[src/rtl/sharp_lcd_rx.sv]
// Panel-side receiver for the Sharp memory-LCD serial link.
// Decodes mode/address/data/dummy fields into line-write and frame events.
module sharp_lcd_rx #(
    parameter int DATA_BITS   = 144,
    parameter int NUM_LINES   = 168,
    parameter int SYNC_STAGES = 2
) (
    input  logic                 clk_12mhz,
    input  logic                 rst,
    input  logic                 SCS,
    input  logic                 SCK,
    input  logic                 SI,
    output logic                 line_valid,
    output logic [7:0]           line_addr,
    output logic [DATA_BITS-1:0] line_data,
    output logic                 vcom,
    output logic                 clear_pulse,
    output logic                 frame_done,
    output logic                 frame_err,
    output logic                 addr_err
);

    typedef enum logic [2:0] {
        S_IDLE, S_MODE, S_ADDR, S_DATA, S_DUMMY, S_TAIL
    } state_t;

    logic [SYNC_STAGES-1:0] scs_sync_q, scs_sync_d;
    logic [SYNC_STAGES-1:0] sck_sync_q, sck_sync_d;
    logic [SYNC_STAGES-1:0] si_sync_q, si_sync_d;
    logic                   scs_prev_q, sck_prev_q;
    logic                   scs_s, sck_s, si_s;
    logic                   scs_rise, scs_fall, sck_rise;

    state_t                 state_q, state_d;
    logic [7:0]             cnt_q, cnt_d, cnt_inc;
    logic [2:0]             mode_q, mode_d;
    logic [7:0]             addr_q, addr_d, addr_new;
    logic [DATA_BITS-1:0]   buf_q, buf_d, buf_new;
    logic                   addr_ok, last8, legal_end;

    logic                   line_valid_q, line_valid_d;
    logic [7:0]             line_addr_q, line_addr_d;
    logic [DATA_BITS-1:0]   line_data_q, line_data_d;
    logic                   vcom_q, vcom_d;
    logic                   clear_q, clear_d;
    logic                   done_q, done_d;
    logic                   ferr_q, ferr_d;
    logic                   aerr_q, aerr_d;

    assign scs_sync_d = {scs_sync_q[SYNC_STAGES-2:0], SCS};
    assign sck_sync_d = {sck_sync_q[SYNC_STAGES-2:0], SCK};
    assign si_sync_d  = {si_sync_q[SYNC_STAGES-2:0], SI};

    assign scs_s    = scs_sync_q[SYNC_STAGES-1];
    assign sck_s    = sck_sync_q[SYNC_STAGES-1];
    assign si_s     = si_sync_q[SYNC_STAGES-1];
    assign scs_rise = scs_s & ~scs_prev_q;
    assign scs_fall = ~scs_s & scs_prev_q;
    assign sck_rise = sck_s & ~sck_prev_q;

    always_comb begin
        state_d      = state_q;
        cnt_d        = cnt_q;
        mode_d       = mode_q;
        addr_d       = addr_q;
        buf_d        = buf_q;
        line_valid_d = 1'b0;
        line_addr_d  = line_addr_q;
        line_data_d  = line_data_q;
        vcom_d       = vcom_q;
        clear_d      = 1'b0;
        done_d       = 1'b0;
        ferr_d       = 1'b0;
        aerr_d       = 1'b0;

        cnt_inc  = (cnt_q == 8'hFF) ? cnt_q : cnt_q + 8'd1;
        last8    = (cnt_q == 8'd7);
        addr_new = {si_s, addr_q[7:1]};
        buf_new  = {si_s, buf_q[DATA_BITS-1:1]};
        addr_ok  = (addr_q != 8'd0) && (addr_q <= 8'(NUM_LINES));

        // Trailer dummy bits land in ADDR/DATA with address 0
        legal_end = (state_q == S_TAIL)
                  || (state_q == S_ADDR && cnt_q == 8'd0)
                  || (state_q == S_DATA && addr_q == 8'd0
                      && cnt_q <= 8'd8);

        if (scs_fall) begin
            if (state_q != S_IDLE) begin
                done_d = legal_end;
                ferr_d = ~legal_end;
            end
            state_d = S_IDLE;
            cnt_d   = 8'd0;
        end else if (scs_rise) begin
            if (state_q == S_IDLE) begin
                state_d = S_MODE;
                cnt_d   = 8'd0;
            end
        end else if (sck_rise && scs_s) begin
            unique case (state_q)
                S_MODE: begin
                    if (cnt_q < 8'd3) mode_d = {si_s, mode_q[2:1]};
                    cnt_d = cnt_inc;
                    if (last8) begin
                        vcom_d = mode_q[1];
                        cnt_d  = 8'd0;
                        if (mode_q[2]) begin
                            clear_d = 1'b1;
                            state_d = S_TAIL;
                        end else if (!mode_q[0]) begin
                            state_d = S_TAIL;
                        end else begin
                            state_d = S_ADDR;
                        end
                    end
                end
                S_ADDR: begin
                    addr_d = addr_new;
                    cnt_d  = cnt_inc;
                    if (last8) begin
                        aerr_d  = (addr_new != 8'd0)
                               && (addr_new > 8'(NUM_LINES));
                        state_d = S_DATA;
                        cnt_d   = 8'd0;
                    end
                end
                S_DATA: begin
                    buf_d = buf_new;
                    cnt_d = cnt_inc;
                    if (cnt_q == 8'(DATA_BITS - 1)) begin
                        if (addr_ok) begin
                            line_valid_d = 1'b1;
                            line_addr_d  = addr_q;
                            line_data_d  = buf_new;
                        end
                        state_d = S_DUMMY;
                        cnt_d   = 8'd0;
                    end
                end
                S_DUMMY: begin
                    cnt_d = cnt_inc;
                    if (last8) begin
                        state_d = S_ADDR;
                        cnt_d   = 8'd0;
                    end
                end
                default: ;
            endcase
        end
    end

    always_ff @(posedge clk_12mhz) begin
        if (rst) begin
            scs_sync_q   <= '1;
            sck_sync_q   <= '0;
            si_sync_q    <= '0;
            scs_prev_q   <= 1'b1;
            sck_prev_q   <= 1'b0;
            state_q      <= S_IDLE;
            cnt_q        <= 8'd0;
            mode_q       <= 3'd0;
            addr_q       <= 8'd0;
            buf_q        <= '0;
            line_valid_q <= 1'b0;
            line_addr_q  <= 8'd0;
            line_data_q  <= '0;
            vcom_q       <= 1'b0;
            clear_q      <= 1'b0;
            done_q       <= 1'b0;
            ferr_q       <= 1'b0;
            aerr_q       <= 1'b0;
        end else begin
            scs_sync_q   <= scs_sync_d;
            sck_sync_q   <= sck_sync_d;
            si_sync_q    <= si_sync_d;
            scs_prev_q   <= scs_s;
            sck_prev_q   <= sck_s;
            state_q      <= state_d;
            cnt_q        <= cnt_d;
            mode_q       <= mode_d;
            addr_q       <= addr_d;
            buf_q        <= buf_d;
            line_valid_q <= line_valid_d;
            line_addr_q  <= line_addr_d;
            line_data_q  <= line_data_d;
            vcom_q       <= vcom_d;
            clear_q      <= clear_d;
            done_q       <= done_d;
            ferr_q       <= ferr_d;
            aerr_q       <= aerr_d;
        end
    end

    assign line_valid  = line_valid_q;
    assign line_addr   = line_addr_q;
    assign line_data   = line_data_q;
    assign vcom        = vcom_q;
    assign clear_pulse = clear_q;
    assign frame_done  = done_q;
    assign frame_err   = ferr_q;
    assign addr_err    = aerr_q;

endmodule
[config.mk]
export PLATFORM = sky130hd
export DESIGN_NAME = sharp_lcd_rx
export DESIGN_NICKNAME = d
export VERILOG_FILES = /design/src/rtl/sharp_lcd_rx.sv
export SDC_FILE = /design/constraint.sdc
export NUM_CORES = 1
export LEC_CHECK = 0
export ABC_AREA = 1
export ABC_CLOCK_PERIOD_IN_PS = 3300
export CORE_MARGIN = 4
export CORE_UTILIZATION = 64
export DETAILED_ROUTE_END_ITERATION = 8
export DONT_BUFFER_PORTS = 1
export MAX_ROUTING_LAYER = met4
export PLACE_DENSITY = 0.78
export SYNTH_ARGS = -nofsm -noshare
export SYNTH_HDL_FRONTEND = slang
export SYNTH_SLANG_ARGS = --single-unit
[constraint.sdc]
create_clock -name clk_12mhz -period 3.3 [get_ports clk_12mhz]
set_clock_uncertainty 0.2 [all_clocks]
set_input_delay 0.66 -clock clk_12mhz [delete_from_list [all_inputs] [get_ports clk_12mhz]]
set_output_delay 0.66 -clock clk_12mhz [all_outputs]
set_load 0.005 [all_outputs]
# == After elaboration in Yosys (flattened, before gate mapping) ==
# Cells that the tools add are included.
# word_totals
out_inout_bits,158
register_bits,332
word_cells,101
in_bits,5
# classes
reduce_logical,30
add_sub_neg,1
n_eq_ne,13
n_lt_le_gt_ge,4
bitwise_logic,16
n_mux,19
# ops
cell,count
$mux W8,6
$mux W3,9
$reduce_or A6 Y1,3
$eq A8 B8 Y1 const B,2
$logic_not A8 Y1,2
$pmux W8 S2,1
$reduce_bool A8 Y1,2
$not A1 Y1,13
$pmux W3 S4,1
$reduce_and A5 Y1,2
$ne A3 B3 Y1 const B,3
$add A8 B1 Y8 const B,1
$eq A8 B3 Y1 const B,1
$gt A8 B8 Y1 const B,1
$le A8 B4 Y1 const B,1
$le A8 B8 Y1 const B,1
$lt A8 B2 Y1 const B,1
$reduce_and A4 Y1,2
$reduce_and A7 Y1,1
$eq A3 B2 Y1 const B,2
$eq A3 B3 Y1 const B,2
$logic_and A1 B1 Y1,6
$reduce_and A6 Y1,1
$reduce_bool A3 Y1,2
12 further kinds,17

# == Depth between registers and ports, before layout ==
# logic_depth
depth_word,6
ltp_mapped,12
ltp_nobuf,10

# == Worst setup path after synthesis ==
# Ideal clock, no wire load.
# synth_timing
path_type,flip-flop to flip-flop
from,register cnt_q[0]
to,register line_data_q[60] (netlist: line_data[60])
path_buffers,2
setup_ns,0.113
required_time_ns,2.987
synth_period_minus_slack_ns,1.896
path_stages_with_launch,13
slack_ns,1.404
arrival_ns,1.583
path_cell_list,dfxtp_1 -> ha_1 -> nand2_1 -> inv_2 -> nand2_1 -> nor2_4 -> nand2_1 -> nor2_4 -> buf_4 -> buf_4 -> nand4_1 -> nand2_1 -> nor2_1
# synth_via
elab_chain_len,2
# synth_rtl
item,line,text
from (decl),35,"logic [7:0] cnt_q, cnt_d, cnt_inc;"
from (signal assigned),180,cnt_q <= cnt_d;
$eq A8 B8 Y1,131,if (cnt_q == 8'(DATA_BITS - 1)) begin
$reduce_and A6 Y1 (no line),--,
to (signal assigned),186,line_data_q <= line_data_d;
to (decl),43,"logic [DATA_BITS-1:0] line_data_q, line_data_d;"
# No other way between the ends.
# A chain may end at the register's enable or synchronous reset.

# == Worst setup path after layout ==
# layout_timing
from,register cnt_q[0]
to,register line_data_q[128] (netlist: line_data[128])
# The elaborated chain is that of the path after synthesis.

==> reports/results.ini <==
[route]
ant_nets = 0
wl_per_cell_um = 14.04
viasPerCell = 5.457
drt-initial-drc-count = 776
wl_um = 27190
vias = 10571
drc = 0
drt_pass1_iterations = 4

[floorplanning]
fp.dieArea_mm2 = 0.02263
dieHeight_um = 150.4
start_util_pct = 65.86
ios = 163
rows = 51
die_x_um = 150.4
core_area_mm2 = 0.01972

[timing]
hold_viol = 0
finalMaxSlewViolations = 0
relSlewSlack_pct = 43.19
fmax_ghz = 0.4195
rsz0062_at_grt = false
final.setup.tns_ps = 0
tightest_slew_ps = 852.2
min_period_ps = 2384
setup_viol = 0
worst_hold_slack_ps = 27.47
finalCritPeriodShare_pct = 72.23

[power_and_ir_drop]
ir_drop_uv = 467.3
p_leak_uw = 0.005253
powerDensity_mw_per_mm2 = 558.1

[critical_path]
cp_slowest_stage_delay_ps = 370
cp.arrival_ps = 2620
cp_slowest_cell = dfxtp_1
path_max_fanout = 134
required_ps = 3540
start_kind = flop
critPathKind = flop to flop
end_kind = flop
path_cells = ha_1 -> nand2_1 -> inv_2 -> nand2_1 -> nor2_4 -> nand4_2 -> nor2_4 -> buf_12 -> nor2_1 -> nor2_1

[grt]
grt_usage_pct = 24.47
antenna_found_initial = 0
grt_pass1_vias = 9516
grt_max_degree = 163
grt_pass1_wl_um = 45550
globalRouteOverflowTotal = 0

[yosys]
synth_area_mm2 = 0.01299
synth_cells = 1729
ys_ff_latch = 331
syn_avg_cell_area_um2 = 7.511
yosysSeqAreaShare_pct = 51.03
syn_nets = 1738
synth_warnings = 0
synth_cell_types = 28

[place]
dpl.hpwl_um = 16090
dpl_cell_area_mm2 = 0.01290
place_congestion = 0.8765
port_buffers = 0
dp.cells = 1878

[min_path]
hp-class = input port to flop

[final_layout]
final_util_pct = 70.98
fin_nets = 1658
finalInstanceArea_mm2 = 0.01399
drive_gt1_share_pct = 5.263
nFillCells = 1617
n_antenna_cell = 0
synthToLayoutAreaGrowth_pct = 7.766
finalNonFillerCells = 1937

[cts]
clock_latency_ps = 500
cts_buffer_depth = 3
cts_tree = yes
cts-root-buf = clkbuf_16
cts.htree.levels = 2
cts.clk_slew.worst_paths_ps = 60
post_cts_buffers = 0
cts.hold.buffers_added = 0
numCtsBuffers = 34
cts_resized = 0
cts.sinks = 331

[run]
drv_cap = 0

[status]
status = complete, no violations

-- Yosys cell counts, drive strengths merged --
cell type  number  area share, %
nand3          36            1.4
o31ai           1          0.058
nor4            1          0.048
or2             2          0.096
ha              4           0.39
nand2         215            6.2
o21ai         157            6.1
nand4         155            7.5
inv           183            5.3
a21oi         163            6.3
nand3b          2           0.12
dfxtp         331             51
buf            98            4.1
clkbuf         33           0.95
clkinv          1          0.029
xor2            1          0.067
nor2          340             10
nor3            2          0.077
o211ai          1          0.058
a211oi          3           0.17
-- logic make-up (layout without fill, tap and decap cells) --
family / count (synthesis) / after routing / synth area share (%)
AO/OA/AOI/OAI: 325 / 325 / 12.62
flip-flops: 331 / 331 / 51.03
XOR/XNOR: 1 / 1 / 0.06746
buffers and inverters: 315 / 258 / 10.39
adder cells (fa/ha/maj): 4 / 4 / 0.3854
AND/OR/NAND/NOR: 753 / 753 / 25.51
-- registers in the layout (all words and copies together), names as in the netlist, 2 cells and up --
name        flops
mode_q          3
line_data     144
cnt_q           8
state_q         3
line_addr       8
buf_q         143
scs_sync_q      2
addr_q          8
sck_sync_q      2
si_sync_q       2
-- layout by cell type (no fill, tap or decap), types with 2 or more instances in the layout --
cell type	count
a211oi_1	3
a21oi_1	163
buf_12	9
buf_4	6
clkbuf_1	4
clkbuf_16	35
clkbuf_8	11
clkinv_2	7
clkinv_4	2
dfxtp_1	331
ha_1	4
inv_1	175
inv_2	8
nand2_1	214
nand3_1	36
nand3b_1	2
nand4_1	154
nor2_1	335
nor2_4	4
nor3_1	2
o21ai_0	157
or2_2	2
-- worst max-delay path, delay by kind of cell, from the launching register on --
kind                     cells  cell delay (ps)
AND/OR/NAND/NOR              7              880
buffers and inverters        2              460
adder cells (fa/ha/maj)      1              180
flip-flops                   1              370
-- power by group --
part | total (uW) | switching [uW] | internal [uW] | leakage [uW]
Clock | 3680 | 1490 | 2190 | 0.000551
Sequential | 4000 | 3.34 | 4000 | 0.00267
Combinational | 128 | 90.5 | 37.5 | 0.00204
Total | 7810 | 1580 | 6230 | 0.00525
-- layout make-up --
class | count | area, um^2 | area share (%)
tap | 265 | 331.6 | 2.369
clock inverter | 9 | 52.55 | 0.3755
multi-input combinational | 1083 | 5021 | 35.88
inverter | 184 | 695.7 | 4.971
clock buffer | 50 | 1042 | 7.447
timing repair buffer | 15 | 225.2 | 1.609
sequential | 331 | 6626 | 47.35
-- stage by stage --
stage	worst slack [ps]	power [uW]
2_1_floorplan	1404	4198
3_3_place_gp	1134	4220
3_5_place_dp	1019	4221
4_1_cts	982.9	7882
5_1_grt	767.9	8089
6_report	916.5	7810
-- final timing paths --
path | slack, ps | cells past startpoint | endpoint | start
min | 30 | 1 | si_sync_q[1]$_SDFF_PP0_ | rst
max | 920 | 10 | line_data[128]$_SDFFE_PP0P_ | cnt_q[0]$_SDFFE_PP0P_
max reg2reg | 920 | 10 | line_data[128]$_SDFFE_PP0P_ | cnt_q[0]$_SDFFE_PP0P_
min reg2reg | 200 | 2 | si_sync_q[1]$_SDFF_PP0_ | si_sync_q[0]$_SDFF_PP0_
-- routing by layer --
| layer | global-route usage [%] | up-vias | wire (um) |
|---|---|---|---|
| li1 | - | 5459 | - |
| met3 | 5.930 | 46 | 2093 |
| met1 | 31.94 | 4790 | 11900 |
| met4 | 7.731 | 0 | 599 |
| met2 | 37.79 | 276 | 12600 |
| met5 | - | - | 0 |
Power figures use the tool's default switching activity.
